$ cat src/rtl/muldiv_unit_pkg.sv
// Shared types and op-classification helpers for the RV M-extension unit.
//   muldiv_op_t    : funct3 encoding of the eight M-extension operations
//   muldiv_state_t : control FSM states of muldiv_unit
package muldiv_unit_pkg;

  typedef enum logic [2:0] {
    OP_MUL    = 3'd0,
    OP_MULH   = 3'd1,
    OP_MULHSU = 3'd2,
    OP_MULHU  = 3'd3,
    OP_DIV    = 3'd4,
    OP_DIVU   = 3'd5,
    OP_REM    = 3'd6,
    OP_REMU   = 3'd7
  } muldiv_op_t;

  typedef enum logic [1:0] {
    ST_IDLE,
    ST_MUL,
    ST_DIV
  } muldiv_state_t;

  function automatic logic is_div(input muldiv_op_t op);
    return op[2];
  endfunction

  function automatic logic is_rem(input muldiv_op_t op);
    return op[2] & op[1];
  endfunction

  function automatic logic is_signed_rs1(input muldiv_op_t op);
    return (op == OP_MULH) || (op == OP_MULHSU) || (op == OP_DIV) || (op == OP_REM);
  endfunction

  function automatic logic is_signed_rs2(input muldiv_op_t op);
    return (op == OP_MULH) || (op == OP_DIV) || (op == OP_REM);
  endfunction

endpackage

$ cat src/rtl/muldiv_unit_div_core.sv
// Unsigned radix-2 restoring divider, one quotient bit per clock.
//   clk, rstn  : clock, asynchronous active-low reset
//   start      : load dividend/divisor and begin XLEN iterations
//   abort      : drop the current division
//   dividend   : unsigned dividend (sampled on start)
//   divisor    : unsigned, non-zero divisor (sampled on start)
//   quotient   : quotient, valid while done=1
//   remainder  : remainder, valid while done=1
//   done       : high for the one cycle after the last iteration
module div_core
#(
  parameter int XLEN = 32
)
(
  input  logic            clk,
  input  logic            rstn,
  input  logic            start,
  input  logic            abort,
  input  logic [XLEN-1:0] dividend,
  input  logic [XLEN-1:0] divisor,
  output logic [XLEN-1:0] quotient,
  output logic [XLEN-1:0] remainder,
  output logic            done
);

  localparam int CW = $clog2(XLEN + 1);

  logic            active_q;
  logic [CW-1:0]   cnt_q;
  logic [XLEN-1:0] quo_q;
  logic [XLEN-1:0] rem_q;
  logic [XLEN-1:0] dvsr_q;
  logic [XLEN:0]   trial;
  logic            fits;
  logic [XLEN-1:0] diff;

  // Partial remainder shifted left with the next dividend bit; quo_q doubles
  // as the dividend shift register and fills with quotient bits from the right.
  assign trial = {rem_q, quo_q[XLEN-1]};
  assign fits  = (trial >= {1'b0, dvsr_q});
  // When fits=1 the difference is below the divisor, so XLEN bits suffice.
  assign diff  = trial[XLEN-1:0] - dvsr_q;

  always_ff @(posedge clk or negedge rstn) begin
    if (!rstn) begin
      active_q <= 1'b0;
      cnt_q    <= '0;
      quo_q    <= '0;
      rem_q    <= '0;
      dvsr_q   <= '0;
    end else if (abort) begin
      active_q <= 1'b0;
      cnt_q    <= '0;
    end else if (start) begin
      active_q <= 1'b1;
      cnt_q    <= CW'(XLEN);
      quo_q    <= dividend;
      rem_q    <= '0;
      dvsr_q   <= divisor;
    end else if (active_q) begin
      if (cnt_q != '0) begin
        quo_q <= {quo_q[XLEN-2:0], fits};
        rem_q <= fits ? diff : trial[XLEN-1:0];
        cnt_q <= cnt_q - CW'(1);
      end else begin
        active_q <= 1'b0;
      end
    end
  end

  assign done      = active_q & (cnt_q == '0);
  assign quotient  = quo_q;
  assign remainder = rem_q;

endmodule

$ cat src/rtl/muldiv_unit.sv
// Multi-cycle RV M-extension unit: pipelined multiplier plus iterative divider.
//   clk, rstn  : clock, asynchronous active-low reset
//   enabled    : issue strobe, taken only while busy=0 and flush=0
//   op         : muldiv_op_t (funct3 encoding)
//   rs1, rs2   : operands, latched on the accepting edge
//   flush      : abort the in-flight operation (no completion)
//   busy       : operation in flight
//   completed  : one-cycle pulse, result valid
//   result     : last completed result, held until the next completion
//
// state   | meaning
// --------+----------------------------------------------------------------
// ST_IDLE | waiting for issue; also the state during the completion cycle
// ST_MUL  | product travelling down the stage chain, cnt_q = stage 1..N
// ST_DIV  | divider iterating / sign-fix, or a divide special case pending
module muldiv_unit
  import muldiv_unit_pkg::*;
#(
  parameter int XLEN       = 32,
  parameter int MUL_STAGES = 2
)
(
  input  logic            clk,
  input  logic            rstn,
  input  logic            enabled,
  input  logic [2:0]      op,
  input  logic [XLEN-1:0] rs1,
  input  logic [XLEN-1:0] rs2,
  input  logic            flush,
  output logic            busy,
  output logic            completed,
  output logic [XLEN-1:0] result
);

  localparam int              CW   = $clog2(MUL_STAGES + 1);
  localparam logic [XLEN-1:0] SMIN = {1'b1, {(XLEN-1){1'b0}}};

  muldiv_state_t   state_q, state_n;
  muldiv_op_t      op_in, op_q;
  logic [CW-1:0]   cnt_q, cnt_n;
  logic            completed_n;
  logic [XLEN-1:0] result_n;
  logic            accept;

  logic            neg1, neg2;
  logic [XLEN-1:0] mag1, mag2;
  logic            div0, ovf, special;
  logic [XLEN-1:0] spec_val;

  logic            spec_q;
  logic [XLEN-1:0] spec_res_q;
  logic            q_neg_q, r_neg_q;

  logic [2*XLEN-1:0] mul_a, mul_b;
  logic [2*XLEN-1:0] prod_pipe [MUL_STAGES];
  logic [XLEN-1:0]   mul_res, div_res;

  logic            div_start, div_abort, div_done;
  logic [XLEN-1:0] div_quo, div_rem;

  assign op_in  = muldiv_op_t'(op);
  assign busy   = (state_q != ST_IDLE);
  assign accept = enabled & ~busy & ~flush;

  // Operand signs and magnitudes; unsigned ops see neg=0 and pass through.
  assign neg1 = is_signed_rs1(op_in) & rs1[XLEN-1];
  assign neg2 = is_signed_rs2(op_in) & rs2[XLEN-1];
  assign mag1 = neg1 ? -rs1 : rs1;
  assign mag2 = neg2 ? -rs2 : rs2;

  assign div0     = (rs2 == '0);
  assign ovf      = is_signed_rs2(op_in) & (rs1 == SMIN) & (rs2 == '1);
  assign special  = is_div(op_in) & (div0 | ovf);
  assign spec_val = div0 ? (is_rem(op_in) ? rs1 : '1)
                         : (is_rem(op_in) ? '0  : rs1);

  assign div_start = accept & is_div(op_in) & ~special;
  assign div_abort = flush & busy;

  // Sign-extend to 2*XLEN: the truncated 2*XLEN-bit product is then exact
  // for every signedness combination.
  assign mul_a = {{XLEN{neg1}}, rs1};
  assign mul_b = {{XLEN{neg2}}, rs2};

  always_ff @(posedge clk or negedge rstn) begin
    if (!rstn) begin
      op_q       <= OP_MUL;
      spec_q     <= 1'b0;
      spec_res_q <= '0;
      q_neg_q    <= 1'b0;
      r_neg_q    <= 1'b0;
    end else if (accept) begin
      op_q       <= op_in;
      spec_q     <= special;
      spec_res_q <= spec_val;
      q_neg_q    <= neg1 ^ neg2;
      r_neg_q    <= neg1;
    end
  end

  // Product shift chain; stages after the multiplier are free for retiming.
  always_ff @(posedge clk or negedge rstn) begin
    if (!rstn) begin
      for (int i = 0; i < MUL_STAGES; i++) prod_pipe[i] <= '0;
    end else begin
      if (accept && !is_div(op_in)) prod_pipe[0] <= mul_a * mul_b;
      for (int i = 1; i < MUL_STAGES; i++) prod_pipe[i] <= prod_pipe[i-1];
    end
  end

  assign mul_res = (op_q == OP_MUL) ? prod_pipe[MUL_STAGES-1][XLEN-1:0]
                                    : prod_pipe[MUL_STAGES-1][2*XLEN-1:XLEN];
  assign div_res = is_rem(op_q) ? (r_neg_q ? -div_rem : div_rem)
                                : (q_neg_q ? -div_quo : div_quo);

  div_core #(.XLEN(XLEN)) u_div_core (
    .clk       (clk),
    .rstn      (rstn),
    .start     (div_start),
    .abort     (div_abort),
    .dividend  (mag1),
    .divisor   (mag2),
    .quotient  (div_quo),
    .remainder (div_rem),
    .done      (div_done)
  );

  always_comb begin
    state_n     = state_q;
    cnt_n       = cnt_q;
    completed_n = 1'b0;
    result_n    = result;
    case (state_q)
      ST_IDLE: begin
        if (accept) begin
          if (is_div(op_in)) begin
            state_n = ST_DIV;
          end else begin
            state_n = ST_MUL;
            cnt_n   = CW'(1);
          end
        end
      end
      ST_MUL: begin
        if (flush) begin
          state_n = ST_IDLE;
          cnt_n   = '0;
        end else if (cnt_q == CW'(MUL_STAGES)) begin
          state_n     = ST_IDLE;
          cnt_n       = '0;
          completed_n = 1'b1;
          result_n    = mul_res;
        end else begin
          cnt_n = cnt_q + CW'(1);
        end
      end
      ST_DIV: begin
        if (flush) begin
          state_n = ST_IDLE;
        end else if (spec_q) begin
          state_n     = ST_IDLE;
          completed_n = 1'b1;
          result_n    = spec_res_q;
        end else if (div_done) begin
          state_n     = ST_IDLE;
          completed_n = 1'b1;
          result_n    = div_res;
        end
      end
      default: state_n = ST_IDLE;
    endcase
  end

  always_ff @(posedge clk or negedge rstn) begin
    if (!rstn) begin
      state_q   <= ST_IDLE;
      cnt_q     <= '0;
      completed <= 1'b0;
      result    <= '0;
    end else begin
      state_q   <= state_n;
      cnt_q     <= cnt_n;
      completed <= completed_n;
      result    <= result_n;
    end
  end

endmodule

$ cat config.mk
export PLATFORM = sky130hd
export DESIGN_NAME = muldiv_unit
export DESIGN_NICKNAME = d
export VERILOG_FILES = /design/src/rtl/muldiv_unit_pkg.sv /design/src/rtl/muldiv_unit_div_core.sv /design/src/rtl/muldiv_unit.sv
export SDC_FILE = /design/constraint.sdc
export NUM_CORES = 2
export LEC_CHECK = 0
export ABC_AREA = 1
export CAP_MARGIN = 20
export CORE_UTILIZATION = 30
export DETAILED_ROUTE_END_ITERATION = 10
export GPL_TIMING_DRIVEN = 0
export PLACE_DENSITY_LB_ADDON = 0.08
export SLEW_MARGIN = 20
export SYNTH_ARGS = -nofsm -noshare
export SYNTH_HDL_FRONTEND = slang
export SYNTH_HIERARCHICAL = 1
export SYNTH_SLANG_ARGS = --single-unit
export TNS_END_PERCENT = 50
$ cat constraint.sdc
create_clock -name clk -period 5.7 [get_ports clk]
set_clock_uncertainty 0.2 [all_clocks]
set_input_delay 0.57 -clock clk [delete_from_list [all_inputs] [get_ports clk]]
set_output_delay 0.57 -clock clk [all_outputs]
set_load 0.005 [all_outputs]
==> impl_metrics.py <==
metrics = {
    "setup_path": {
        "worstPathMaxFanout": 8,
        "max_stage_delay_ps": 710,
        "cp.arrival_ps": 8210,
        "startpoint_type": "input pin",
        "slowest_stage": "fa_2",
        "path_class": "in -> reg",
        "cp_data_required_time_ps": 6020,
        "reg2regPathDepth": 12,
        "crit_start": "op[2]",
        "crit_path_end_kind": "flop",
        "rr_startpoint": "state_q[0]",
    },
    "global_route": {
        "antenna_found_initial": 22,
        "grt_max_degree": 91,
        "grt.total_usage_pct": 29.6,
        "grt_pass1_vias": 55000,
        "grt_remaining_overflow": 0,
        "grt_pass1_wl_microns": 413000,
    },
    "run": {
        "maxCapViolCount": 0,
    },
    "floorplanning": {
        "dieHeight_microns": 447,
        "die_width_microns": 447,
        "start_util_pct": 30.3,
        "dieArea_sq_um": 200000,
        "rows": 162,
        "ioPinCount": 105,
        "core_sq_um": 196000,
    },
    "cts": {
        "root_buffer": "clkbuf_16",
        "path_clk_slew_ps": 70,
        "htreeDepth": 2,
        "clk_latency_ps": 580,
        "clock-sinks": 306,
        "cts_tree": "yes",
        "clk_path_buf_depth": 3,
        "cts_buffers": 37,
    },
    "timing": {
        "tns_ps": -81960,
        "max_slew_margin_pct": 24.6,
        "slew_viol_final": 0,
        "final.setup.worst_slack_ps": -2190,
        "max_slew.worst_pin.slew_ps": 1130,
        "rsz0062_at_grt": "yes",
        "min_period_ps": 7890,
        "fmax_ghz": 0.127,
        "hold_viol_final": 0,
        "finalSetupViolCount": 54,
        "timing.hold.ws_ps": 119,
        "post-route-period-util_pct": 138,
    },
    "run_status": {
        "violations": "setup timing",
        "status": "finished with violations",
    },
    "synth": {
        "synth_top_area_share_pct": 38.0,
        "ys_async_sr_fraction_pct": 100,
        "netlist_area_sq_um": 59300,
        "ys_ff_latch": 306,
        "ys_top_cells_by_area": "fa_1 (38%), dfrtp_1 (13%), nand2_1 (13%), inv_1 (12%), ha_1 (5.4%)",
        "netlist-cell-type-count": 60,
        "synth_xor_area_share_pct": 1.39,
        "yosysMostFrequentCell": "nand2_1",
        "synth-seq-area-share_pct": 12.9,
        "synth_commonest_cells": "nand2_1 (2005), inv_1 (1948), fa_1 (1126)",
        "synth_area_per_cell_sq_um": 7.56,
        "yosys.area_share.adder_pct": 43.4,
        "ys.warnings.count": 6,
        "synth_mux_area_share_pct": 0.0190,
        "synth_top_family_by_area": "adder cells",
        "synth_compound_area_share_pct": 5.89,
        "synth-edff-count": 0,
        "syn_nets": 9298,
        "synth_area_leader_cell": "fa_1",
        "synthFlopType": "dfrtp_1",
        "synthCells": 7847,
        "synth-simple-area-share_pct": 21.4,
    },
    "place": {
        "post-dp-hpwl_microns": 244000,
        "gp_congestion": 0.982,
        "port_buffers": 50,
    },
    "finish": {
        "finalNetCount": 9569,
        "layout-drive-gt1-share_pct": 15.1,
        "n_fill_cell": 20900,
        "area_growth_syn_to_layout_pct": 20.1,
    },
    "routing": {
        "routed_wl_microns": 292000,
        "first_pass_iters": 7,
        "antenna_left": 0,
        "drtIter0Drc": 4488,
        "wl_per_cell_microns": 27.1,
        "vias": 52700,
        "avgViaCountPerCell": 4.89,
        "drcViolationCount": 0,
    },
    "min_path": {
        "hold_depth": 3,
        "hold_start": "op[0]",
        "hold_path.class": "in -> reg",
    },
}
layout make-up:
type / count / area (sq um) / area share [%]
antenna: 11 / 27.5 / 0.0386
buffer: 367 / 3320 / 4.66
clock buffer: 47 / 1020 / 1.44
clock inverter: 14 / 184 / 0.258
inverter: 1983 / 7520 / 10.6
multi-input combinational: 5187 / 45900 / 64.5
sequential: 306 / 7660 / 10.7
tap: 2624 / 3280 / 4.61
timing repair buffer: 236 / 2300 / 3.23
kinds of logic (layout without fill, tap and decap cells):
group / Yosys count / in the layout
other cells: 0 / 11
mux: 1 / 1
fa+ha+maj: 1380 / 1380
simple gates: 3070 / 3070
buf+inv: 2354 / 2647
flops: 306 / 306
compound gates: 642 / 642
xor+xnor: 94 / 94
critical path: cells and delay by family:
family / cells / cell delay, ps
buf+inv: 11 / 1270
compound gates: 2 / 280
simple gates: 13 / 1430
fa+ha+maj: 9 / 4580
path summary, 6_finish.rpt:
path | endpoint | slack [ps]
worst max register to register | u_div_core/remainder[17] | 1030
min in group asynchronous | u_div_core/remainder[17] | 330
worst min register to register | prod_pipe[38] | 170
max in group asynchronous | prod_pipe[60] | 3220
worst max-delay path | prod_pipe[127] | -2190
worst min-delay path | op_q[0] | 120
placed cells by master (no fill, tap or decap), types with 27 or more instances in the layout:
cell	synthesis	routed
clkbuf_2	0	27
nand3_2	9	48
fa_1	1126	1049
nor2_1	543	419
inv_2	31	107
buf_6	6	54
clkdlybuf4s50_1	0	37
nand2_1	2005	1923
nand3b_1	49	49
o21ai_0	244	203
buf_4	1	182
clkbuf_16	0	70
a21oi_2	3	33
nand2_2	12	63
clkbuf_8	0	44
ha_1	254	205
a31oi_1	39	30
dfrtp_1	306	306
buf_2	38	41
nor2_2	13	61
o21ai_1	32	43
nor2_4	5	81
nand3_1	266	220
fa_2	0	77
ha_4	0	46
nand2_4	3	28
xnor2_1	36	28
a21oi_1	239	180
o211ai_1	37	37
a21oi_4	0	29
clkbuf_4	0	41
nor3_1	52	38
inv_1	1948	1855
xor2_1	58	56
nand4_1	59	59
clkbuf_1	238	98
repair_timing:
action | CTS | global route
hold buffers | 1 | 0
setup endpoints to repair | 87 | 54
hold endpoints to repair | 53 | 0
buffers inserted | 143 | 36
gates resized for setup | 1214 | 195
gates cloned | 1 | 0
pin swaps | 251 | 185
through the flow:
stage / instances / utilization [%] / instance area, sq um / worst slack, ps
after detailed placement: 10500 / 32.7 / 63900 / -5430
after global routing: 10800 / 36.4 / 71200 / -2340
final: 10800 / 36.4 / 71200 / -2190
after global placement: 10500 / 32.6 / 63700 / -11110
after CTS: 10700 / 36.0 / 70300 / -2170
after floorplan: 7847 / - / 59900 / -1780
routing by layer:
metal	part of all wire (%)	track usage, %	vias to the layer above
met5	0.018	0	-
met4	5.6	14.0	8
met3	5.4	3.04	382
met2	47	48.8	1684
met1	42	38.8	27100
li1	-	-	23500
flip-flops by register name, indices dropped and copies added, names as in the netlist, 2 cells and up:
register and count:
cnt_q 2, op_q 3, prod_pipe 128, result 32, spec_res_q 32, state_q 2
u_div_core/cnt_q 6, u_div_core/dvsr_q 32, u_div_core/quotient 32, u_div_core/remainder 32
Power is not shown: default switching activity piles up to over one toggle a cycle in this logic, so the estimate is an artifact.
